--- src/rtl/seq_multiplier.sv ---
// Sequential shift-add multiplier: one partial product per clock, unsigned or
// two's-complement operands, start/done handshake, product held until next done.
module seq_multiplier #(
  parameter int WIDTH = 8
) (
  input  logic                 clk,
  input  logic                 rst,
  input  logic                 start,
  input  logic                 signed_mode,
  input  logic [WIDTH-1:0]     a,
  input  logic [WIDTH-1:0]     b,
  output logic                 busy,
  output logic                 done,
  output logic [2*WIDTH-1:0]   product
);

  localparam int CW = $clog2(WIDTH);

  typedef enum logic [1:0] {IDLE, RUN, DONE} state_t;

  state_t             state_q, state_d;
  logic [CW-1:0]      count_q, count_d;
  logic [2*WIDTH:0]   acc_q, acc_d;
  logic [2*WIDTH-1:0] product_q, product_d;
  logic [WIDTH-1:0]   mcand_q, mcand_d;
  logic [WIDTH-1:0]   mplier_q, mplier_d;
  logic               neg_q, neg_d;

  logic [WIDTH:0]     sum;
  logic [2*WIDTH:0]   step;
  logic [2*WIDTH:0]   step_sh;

  // The most negative operand maps to 2^(WIDTH-1), which still fits in WIDTH bits.
  function automatic logic [WIDTH-1:0] magnitude(input logic [WIDTH-1:0] v,
                                                 input logic            is_signed);
    logic [WIDTH-1:0] neg;
    neg = ~v + {{(WIDTH-1){1'b0}}, 1'b1};
    return (is_signed && v[WIDTH-1]) ? neg : v;
  endfunction

  function automatic logic [2*WIDTH-1:0] negate(input logic [2*WIDTH-1:0] v);
    return ~v + {{(2*WIDTH-1){1'b0}}, 1'b1};
  endfunction

  always_comb begin
    state_d   = state_q;
    count_d   = count_q;
    acc_d     = acc_q;
    product_d = product_q;
    mcand_d   = mcand_q;
    mplier_d  = mplier_q;
    neg_d     = neg_q;

    sum     = acc_q[2*WIDTH:WIDTH] + {1'b0, mcand_q};
    step    = mplier_q[0] ? {sum, acc_q[WIDTH-1:0]} : acc_q;
    step_sh = step >> 1;

    case (state_q)
      IDLE, DONE: begin
        if (start) begin
          mcand_d  = magnitude(a, signed_mode);
          mplier_d = magnitude(b, signed_mode);
          neg_d    = signed_mode & (a[WIDTH-1] ^ b[WIDTH-1]);
          acc_d    = '0;
          count_d  = '0;
          state_d  = RUN;
        end else if (state_q == DONE) begin
          state_d = IDLE;
        end
      end
      RUN: begin
        acc_d    = step_sh;
        mplier_d = mplier_q >> 1;
        count_d  = count_q + CW'(1);
        // Final bit: publish the completed accumulator on the same edge.
        if (count_q == CW'(WIDTH-1)) begin
          state_d   = DONE;
          product_d = neg_q ? negate(step_sh[2*WIDTH-1:0]) : step_sh[2*WIDTH-1:0];
        end
      end
      default: state_d = IDLE;
    endcase
  end

  always_ff @(posedge clk) begin
    if (rst) begin
      state_q   <= IDLE;
      count_q   <= '0;
      acc_q     <= '0;
      product_q <= '0;
    end else begin
      state_q   <= state_d;
      count_q   <= count_d;
      acc_q     <= acc_d;
      product_q <= product_d;
    end
  end

  always_ff @(posedge clk) begin
    mcand_q  <= mcand_d;
    mplier_q <= mplier_d;
    neg_q    <= neg_d;
  end

  assign busy    = (state_q == RUN);
  assign done    = (state_q == DONE);
  assign product = product_q;

endmodule

--- config.mk ---
export PLATFORM = sky130hd
export DESIGN_NAME = seq_multiplier
export DESIGN_NICKNAME = d
export VERILOG_FILES = /design/src/rtl/seq_multiplier.sv
export SDC_FILE = /design/constraint.sdc
export NUM_CORES = 1
export LEC_CHECK = 0
export ABC_AREA = 1
export BUFFER_PORTS_ARGS = -buffer_cell sky130_fd_sc_hd__clkbuf_2
export CAP_MARGIN = 20
export CORE_MARGIN = 4
export CORE_UTILIZATION = 58
export DETAILED_ROUTE_END_ITERATION = 8
export GPL_ROUTABILITY_DRIVEN = 0
export PLACE_DENSITY = 0.78
export SETUP_SLACK_MARGIN = 0.3
export SLEW_MARGIN = 20
export SYNTH_ARGS = -nofsm -noshare
export SYNTH_HDL_FRONTEND = slang
export SYNTH_SLANG_ARGS = --single-unit
--- constraint.sdc ---
create_clock -name clk -period 2.6 [get_ports clk]
set_clock_uncertainty 0.2 [all_clocks]
set_input_delay 0.26 -clock clk [delete_from_list [all_inputs] [get_ports clk]]
set_output_delay 0.26 -clock clk [all_outputs]
set_load 0.005 [all_outputs]
==> flow_summary.ini, run 1 <==
[run_status]
status = finished, final reports clean

[final_layout]
layout.nets = 478
final_cell_count_no_fill = 512
areaGrowthSynthToFinish_pct = 12.05
drive_gt1_share_pct = 16.63
fin_area_sq_um = 3352
antenna_cells = 0
fillers = 426

[grt]
grt_antenna_before_repair = 0
grtUsageMet3_pct = 3.273
grt_pass1_wl_microns = 9936
grt_max_degree = 33
grt_pass1_vias = 2331
globalRoute.totalOverflow = 0
track_usage_pct = 19.61
grt_most_used_layer = met2
grt.met1_usage_pct = 25.46
use_met2_pct = 32.22

[detailed_routing]
drt-total-wl_microns = 5804
vias_per_cell = 5.029
ant_nets = 0
drt-initial-drc-count = 132
drcViolationCount = 0
drt_first_pass_iters = 4
wl_per_cell_microns = 11.34
vias = 2575

[critical_path]
startpoint = mcand_q[0]$_DFFE_PP_
crit_fanout = 3
cp.required_ns = 2.62
rrSetupSlack_ns = 0.33
reg2reg_from = mcand_q[0]$_DFFE_PP_
path_class = reg2reg
startpoint_type = register
worstPathArrival_ns = 2.29
cp-end-kind = register

[synth]
synthMuxAreaShare_pct = 0
synth_fa_ha_area_share_pct = 6.106
ys_types = 32
synthArstFlopShare_pct = 0
yosys.cell_count.top_type = nand2_1
yosys.area.top_type = dfxtp_1
synth_top_area_share_pct = 24.09
synth-main-ff-cell = dfxtp_1
synth_enable_flop_cells = 17
synth_xor_area_share_pct = 5.270
synthesis.nets = 440
ys_seq_elements = 53
synth_common_cells = nand2_1, inv_1, a21oi_1, dfxtp_1, o21ai_0
syn_area_per_cell_sq_um = 7.369
synth_compound_area_share_pct = 13.30
ys.warnings.count = 0
synthCells = 406
ys_seq_area_share_pct = 41.15
synthTopCellsByArea = dfxtp_1, edfxtp_1, nand2_1
synthesis.area_sq_um = 2992
yosys.area_share.simple_pct = 26.31
synth_top_family_by_area = simple AND/OR/NAND/NOR gates

[placed_design]
buffer_ports.inserted = 37
place_area_sq_um = 3217
post-dp-hpwl_microns = 4301
placed_cells = 499

[die]
initial_core_util_pct = 61.70
die_area_sq_um = 6371
coreArea_sq_um = 4848
dieWidth_microns = 79.82
die_height_microns = 79.82
num_io_pins = 38
rows = 25

[cts]
clk_latency_ns = 0.31
cts.sinks = 53
cts_root_buf = clkbuf_8
cts_buffer_depth = 2
clkTransAtPathRegs_ns = 0.10
cts.htree.levels = 2
numCtsBuffers = 5
cts_tree = done

[pwr]
p_per_area_nw_per_um2 = 523.2
vdd_ir_drop_max_mv = 0.2613
power.total_mw = 1.754
leakagePower_nw = 1.594

[sta]
setup_viol = 0
slew_violations = 0
fmax_mhz = 440.0
fin_crit_ns = 2.273
slew_headroom_pct = 62.59
hold_viol_final = 0
tightest_slew_ns = 0.5611
final.setup.tns_ns = 0
rsz0062_at_grt = true
post-route-period-util_pct = 87.41

[hold_path]
worstHoldStart = start
hold_class = in2reg

[flow_run]
drv_cap = 0
==> report_power, final <==
group / internal, mW / switching (mW)
sequential: 0.901 / 0.0305
combinational: 0.132 / 0.217
clock: 0.193 / 0.280
==> worst max-delay path, stage by stage (launching register included) <==
cell,delay [ns]
edfxtp_1,0.38
ha_2,0.20
fa_2,0.36
inv_1,0.06
nand2_1,0.04
nand2_1,0.06
nand2_2,0.06
nand2_2,0.11
nand2_2,0.07
nor2_2,0.07
nand2_1,0.07
nor2_2,0.08
nand2_1,0.08
nand2_2,0.08
nand2_1,0.06
nand2_1,0.05
nand3_1,0.06
nand2_1,0.06
inv_1,0.03
==> final cells by class <==
class / count / area, sq um / share of cell area [%]
clock inverters: 2 / 13.76 / 0.4106
clock buffers: 6 / 72.57 / 2.165
repair buffers: 44 / 240.2 / 7.167
multi-input cells: 293 / 1533 / 45.73
inverters: 47 / 176.4 / 5.263
flip-flops and latches: 53 / 1232 / 36.77
well taps: 67 / 83.83 / 2.501
==> through the flow <==
step / setup slack [ns] / utilization, % / hold WS (ns)
after floorplan: 0.4127 / - / 0.1589
after global placement: 0.3165 / 66.35 / 0.2436
after detailed placement: 0.2525 / 66.35 / 0.2533
after CTS: 0.3325 / 68.62 / 0.04362
after global routing: 0.1354 / 69.14 / 0.06003
final: 0.3274 / 69.14 / 0.04159
==> metal layers <==
metal / share of wire (%) / vias to the layer above
met4: 1.6 / 0
li1: - / 1387
met5: 0 / -
met1: 49 / 1122
met3: 4.9 / 9
met2: 45 / 57
==> logic make-up (layout without fill, tap and decap cells) <==
family                     Yosys count  after routing
and+or+nand+nor                    187            187
AOI/OAI and AO/OA                   74             74
DFF                                 53             53
adders and majority gates           14             14
buffers and inverters               60             99
xor gates and xnor gates            18             18
==> placed cells by master, fill, tap and decap left out, types with 2 or more instances in the layout <==
cell      synthesis  layout
clkbuf_8          0       5
or2_1             2       2
clkbuf_2          0      37
nand3_1          26      26
o21ai_0          28      28
inv_1            42      42
nand3b_1          2       2
nand2_2           7       8
ha_1             13      12
nor2_1           27      27
dfxtp_1          36      35
nand2_1         115     114
a21oi_1          37      37
xor2_1           16      16
edfxtp_1         17      17
xnor2_1           2       2
buf_4             2       6
or2_2             3       3
inv_2             5       5
nor3b_1           2       2
nor2_2            3       3
==> flip-flops by register name, indices dropped and copies added (netlist names) <==
| signal | cells |
|---|---|
| state_q | 2 |
| count_q | 3 |
| neg_q | 1 |
| product | 16 |
| acc_q | 15 |
| mplier_q | 8 |
| mcand_q | 8 |
==> repair_timing <==
item,in CTS,in global routing
resized for setup,3,1
setup endpoints to repair,4,5
setup buffers,1,3
pin swaps,1,1
hold buffers,1,0
endpoints found under the hold margin,1,0
==> final timing paths <==
path	end	depth (start not counted)
worst max-delay path	product[15]$_SDFFE_PP0P_	18
worst min-delay path	state_q[0]$_SDFFE_PP0P_	3
worst max register to register	product[15]$_SDFFE_PP0P_	18
worst min register to register	count_q[0]$_SDFFE_PP0P_	1
Note: power is estimated with default switching activity, not from simulation.
==> inputs of run 2 (changes only) <==
--- a/config.mk
+++ b/config.mk
@@ -18,3 +18,4 @@
 export SYNTH_ARGS = -nofsm -noshare
 export SYNTH_HDL_FRONTEND = slang
 export SYNTH_SLANG_ARGS = --single-unit
+export TNS_END_PERCENT = 100
==> constraint.sdc (replaced) <==
create_clock -name clk -period 2.6 [get_ports clk]
set_clock_uncertainty 0.2 [all_clocks]
set_input_delay 0.13 -clock clk [delete_from_list [all_inputs] [get_ports clk]]
set_output_delay 0.13 -clock clk [all_outputs]
set_load 0.005 [all_outputs]
==> flow_summary.ini, run 2 (synthesized netlist as in run 1, its figures left out) <==
[placed_design]
post-dp-hpwl_microns = 4301
buffer_ports.inserted = 37

[critical_path]
critPathBufInv = 2
cp.required_ns = 2.62
critPathMostFrequentCell = nand2_1
worstPathArrival_ns = 2.29
startpoint = mcand_q[0]$_DFFE_PP_
startpoint_type = register
path_delay_family = simple AND/OR/NAND/NOR gates
crit_chain = ha_2 -> fa_2 -> inv_1 -> nand2_1 -> nand2_1 -> nand2_2 -> nand2_2 -> nand2_2 -> nor2_2 -> nand2_1 -> nor2_2 -> nand2_1 -> nand2_2 -> nand2_1 -> nand2_1 -> nand3_1 -> nand2_1 -> inv_1
path_class = reg2reg
critical-path-slowest-cell = edfxtp_1
reg2reg_from = mcand_q[0]$_DFFE_PP_
path_depth = 18
max_stage_delay_ns = 0.38
crit_fanout = 3
r2r_cells = 18
cp-end-kind = register

[cts]
clkTransAtPathRegs_ns = 0.09
clk_latency_ns = 0.31
cts_root_buf = clkbuf_8
numCtsBuffers = 5
cts_tree = done
cts_buffer_depth = 2
cts.htree.levels = 2
cts.sinks = 53

[grt]
track_usage_pct = 20.40
grt_antenna_before_repair = 0
grt_pass1_vias = 2392
grt_pass1_wl_microns = 10340
globalRoute.totalOverflow = 0
grt_max_degree = 33

[detailed_routing]
wl_per_cell_microns = 11.48
vias_per_cell = 5.021
drcViolationCount = 0
drt_first_pass_iters = 4
ant_nets = 0
drt-total-wl_microns = 6015
drt-initial-drc-count = 168
vias = 2631

[final_layout]
areaGrowthSynthToFinish_pct = 16.06
largest_reg_flops = 16
drive_gt1_share_pct = 16.19
fillers = 405
layout.nets = 490
layout_commonest_cell = nand2_1
antenna_cells = 0
layout_common_cells = nand2_1, inv_1, a21oi_1, clkbuf_2, dfxtp_1

[die]
coreArea_sq_um = 4848
die_area_sq_um = 6371
dieWidth_microns = 79.82
num_io_pins = 38
die_height_microns = 79.82
rows = 25
initial_core_util_pct = 61.70

[hold_path]
holdPathStages = 3
hold_class = in2reg
worstHoldStart = b[5]

[sta]
holdWs_ns = 0.007445
fmax_mhz = 440.5
slew_headroom_pct = 62.17
rsz0062_at_grt = true
fin_crit_ns = 2.270
hold_viol_final = 0
slew_violations = 0
post-route-period-util_pct = 87.32
final.setup.tns_ns = 0
setup_viol = 0
tightest_slew_ns = 0.5674

[pwr]
leakagePower_nw = 1.647
vdd_ir_drop_max_mv = 0.2635
p_per_area_nw_per_um2 = 508.9

[flow_run]
drv_cap = 0

[run_status]
status = finished, final reports clean
[run 2: cell types whose count changed in the layout (fill, tap and decap cells not counted)]
cell,delta
dlygate4sd3_1,+12
[run 2: power breakdown]
part | total, mW | switching, mW | internal [mW]
Clock | 0.470 | 0.277 | 0.193
Sequential | 0.932 | 0.0304 | 0.901
Combinational | 0.366 | 0.221 | 0.145
Total | 1.77 | 0.529 | 1.24
[run 2: tightest hold or removal path, stage by stage]
cell	delay, ns
clkbuf_2	0.10
xor2_1	0.06
o21ai_0	0.13
[run 2: timing repair]
action,4_1_cts,5_1_grt
hold endpoints to repair,11,0
resized for setup,3,1
pin swaps,1,1
setup endpoints to repair,4,5
setup buffers,1,3
hold buffers,13,0
[run 2: worst paths after layout]
kind,to,slack (ns)
setup / recovery,product[15]$_SDFFE_PP0P_,0.33
hold / removal,mplier_q[5]$_DFFE_PP_,0.007
setup reg to reg,product[15]$_SDFFE_PP0P_,0.33
hold reg to reg,count_q[0]$_SDFFE_PP0P_,0.26
[run 2: area by class of cell]
cell class              count  area, sq um  share of cell area [%]
repair buffers             56        360.3                   10.38
flip-flops and latches     53         1232                   35.50
clock inverters             2        13.76                  0.3964
inverters                  47        176.4                   5.081
multi-input cells         293         1533                   44.14
well taps                  67        83.83                   2.414
clock buffers               6        72.57                   2.090
[run 2: metal layers]
| metal | share of wire (%) | wire length [microns] | up-vias | track usage (%) |
|---|---|---|---|---|
| met4 | 1.6 | 95 | 0 | 8.277 |
| met1 | 47 | 2839 | 1146 | 26.24 |
| met5 | 0 | 0 | - | 0 |
| met2 | 46 | 2763 | 64 | 33.97 |
| met3 | 5.3 | 316 | 9 | 3.386 |
| li1 | - | - | 1412 | - |
[run 2: stage by stage]
stage | cell area, sq um | setup WS (ns) | std cells | power (mW) | util (%)
2_1_floorplan | 2992 | 0.4127 | 406 | 1.202 | -
3_3_place_gp | 3217 | 0.3165 | 499 | 1.271 | 66.35
3_5_place_dp | 3217 | 0.2525 | 499 | 1.281 | 66.35
4_1_cts | 3447 | 0.3325 | 521 | 1.769 | 71.10
5_1_grt | 3472 | 0.1355 | 524 | 1.870 | 71.61
6_report | 3472 | 0.3296 | 524 | 1.767 | 71.61
==> inputs of run 3 (changes only) <==
--- a/config.mk
+++ b/config.mk
@@ -5,7 +5,6 @@
 export SDC_FILE = /design/constraint.sdc
 export NUM_CORES = 1
 export LEC_CHECK = 0
-export ABC_AREA = 1
 export BUFFER_PORTS_ARGS = -buffer_cell sky130_fd_sc_hd__clkbuf_2
 export CAP_MARGIN = 20
 export CORE_MARGIN = 4
==> flow_summary.ini, run 3 <==
[pwr]
vdd_ir_drop_max_mv = 0.3447
comb_power_share_pct = 28.3
p_per_area_nw_per_um2 = 510.5
seqPwrFrac_pct = 48.2
power.total_mw = 1.937
p_clk_share_pct = 23.5
switching_share_pct = 29.91
p_sw_mw = 0.5795
leakagePower_nw = 1.545
internal_power_mw = 1.358

[placed_design]
buffer_ports.inserted = 37
post-dp-hpwl_microns = 5055
place_area_sq_um = 3461

[run_status]
status = finished, violations left
violations = setup timing

[synth]
synth-main-ff-cell = dfxtp_1
yosys.cell_count.top_type = nor2_1
synth_xor_area_share_pct = 7.586
synthArstFlopShare_pct = 0
synth_top_area_share_pct = 24.01
synth_enable_flop_cells = 17
yosys.area.top_type = dfxtp_1
synthesis.nets = 360
synth_compound_area_share_pct = 18.92
yosys.area_share.simple_pct = 19.84
synthesis.area_sq_um = 3002
ys.warnings.count = 0
ys_seq_area_share_pct = 41.02
synthMuxAreaShare_pct = 2.459
synth_top_family_by_area = simple AND/OR/NAND/NOR gates
synth_fa_ha_area_share_pct = 6.086
syn_area_per_cell_sq_um = 9.207
ys_seq_elements = 53
synthCells = 326
synth_common_cells = nor2_1, dfxtp_1, nand2_1, a21oi_1, edfxtp_1
synthTopCellsByArea = dfxtp_1, edfxtp_1, nor2_1
ys_types = 54

[detailed_routing]
vias_per_cell = 5.803
drt-total-wl_microns = 7339
drt-initial-drc-count = 241
drcViolationCount = 0
ant_nets = 0
wl_per_cell_microns = 15.89
vias = 2681
drt_first_pass_iters = 6

[grt]
grt.met1_usage_pct = 30.28
track_usage_pct = 23.79
grt_most_used_layer = met2
grt_max_degree = 39
use_met2_pct = 40.81
grt_pass1_wl_microns = 11960
grtUsageMet3_pct = 3.725
globalRoute.totalOverflow = 0
grt_antenna_before_repair = 0
grt_pass1_vias = 2534

[critical_path]
cp-end-kind = register
crit_fanout = 3
cp.required_ns = 2.62
path_class = reg2reg
startpoint_type = register
worstPathArrival_ns = 2.81
r2r_cells = 11

[final_layout]
layout_commonest_cell = nor2_1
layout.nets = 428
drive_gt1_share_pct = 28.61
areaGrowthSynthToFinish_pct = 26.43
layout_common_cells = nor2_1, clkbuf_2, dfxtp_1
largest_reg_flops = 16
finish.utilization_pct = 77.77
antenna_cells = 0
multi_input_area_sq_um = 1844
fin_area_sq_um = 3795
seq_area_sq_um = 1231
fillers = 363

[cts]
cts_tree = done
cts_buffer_depth = 2
cts.htree.levels = 2
clkTransAtPathRegs_ns = 0.09
clk_latency_ns = 0.30
numCtsBuffers = 5
cts_root_buf = clkbuf_8
cts.sinks = 53

[flow_run]
drv_cap = 0

[sta]
fin_crit_ns = 2.785
rsz0062_at_grt = true
final.setup.tns_ns = -0.5252
fmax_mhz = 359.1
hold_viol_final = 0
post-route-period-util_pct = 107.1
slew_headroom_pct = 49.90
tightest_slew_ns = 0.7516
setup_ws_ns = -0.1849
setup_viol = 4
slew_violations = 0

[hold_path]
holdPathStages = 2
hold_class = in2reg

[die]
dieWidth_microns = 79.94
num_io_pins = 38
coreArea_sq_um = 4880
initial_core_util_pct = 61.51
die_height_microns = 79.94
die_area_sq_um = 6390
rows = 25
[run 3: worst paths after layout]
| kind | start | endpoint | slack, ns |
|---|---|---|---|
| min | a[2] | mcand_q[2]$_DFFE_PP_ | 0.02 |
| max reg2reg | mcand_q[0]$_DFFE_PP_ | product[13]$_SDFFE_PP0P_ | -0.18 |
| min reg2reg | product[13]$_SDFFE_PP0P_ | product[13]$_SDFFE_PP0P_ | 0.26 |
| max | mcand_q[0]$_DFFE_PP_ | product[13]$_SDFFE_PP0P_ | -0.18 |
[run 3: what timing repair did]
item                       CTS  global route
setup endpoints to repair    9            11
hold buffers                 5             0
resized for setup           17            13
hold endpoints to repair     5             0
setup buffers                4             2
pin swaps                    6             2
[run 3: worst max-delay path, cell delays in order (launching register included)]
cell and delay (ns):
edfxtp_1 0.39, ha_2 0.20, fa_2 0.38, a21o_4 0.24, nand4b_1 0.09, o211ai_1 0.16, buf_4 0.20, buf_12 0.12
o41ai_4 0.37, xnor2_1 0.17, nand2_1 0.07, a21oi_1 0.13
[run 3: power by group through the flow]
stage	clock (mW)	combinational [mW]	sequential, mW
floorplan	0	0.300	0.938
global placement	0	0.426	0.949
detailed placement	0	0.439	0.951
CTS	0.461	0.514	0.934
global route	0.498	0.591	0.939
finish	0.455	0.548	0.934
[run 3: per-stage QoR]
step,hold WS (ns),instances,worst slack (ns)
floorplan,0.02887,326,-0.06085
global placement,0.2031,443,-0.07566
detailed placement,0.2156,443,-0.1297
CTS,0.01298,460,-0.1249
global route,0.02063,462,-0.2882
finish,0.02297,462,-0.1849
[run 3: logic make-up (layout without fill, tap and decap cells)]
family / count (synthesis) / count (layout)
AND/OR/NAND/NOR: 123 / 123
AO/OA/AOI/OAI: 78 / 78
flip-flops: 53 / 53
XOR/XNOR: 26 / 26
buffers and inverters: 25 / 94
adder cells (fa/ha/maj): 14 / 14
multiplexers: 7 / 7
[run 3: cell type report]
class,count,share of cell area [%]
Multi-Input combinational cell,248,48.60
Sequential cell,53,32.44
Timing Repair Buffer,75,13.45
Tap cell,67,2.209
Clock buffer,7,2.011
Inverter,11,1.088
Clock inverter,1,0.1978
[run 3: layer usage]
metal  routed length [microns]  part of all wire [%]  vias up
li1                          -                     -     1307
met1                      3208                    44     1265
met2                      3645                    50       97
met3                       384                   5.2       12
met4                       100                   1.4        0
met5                         0                     0        -
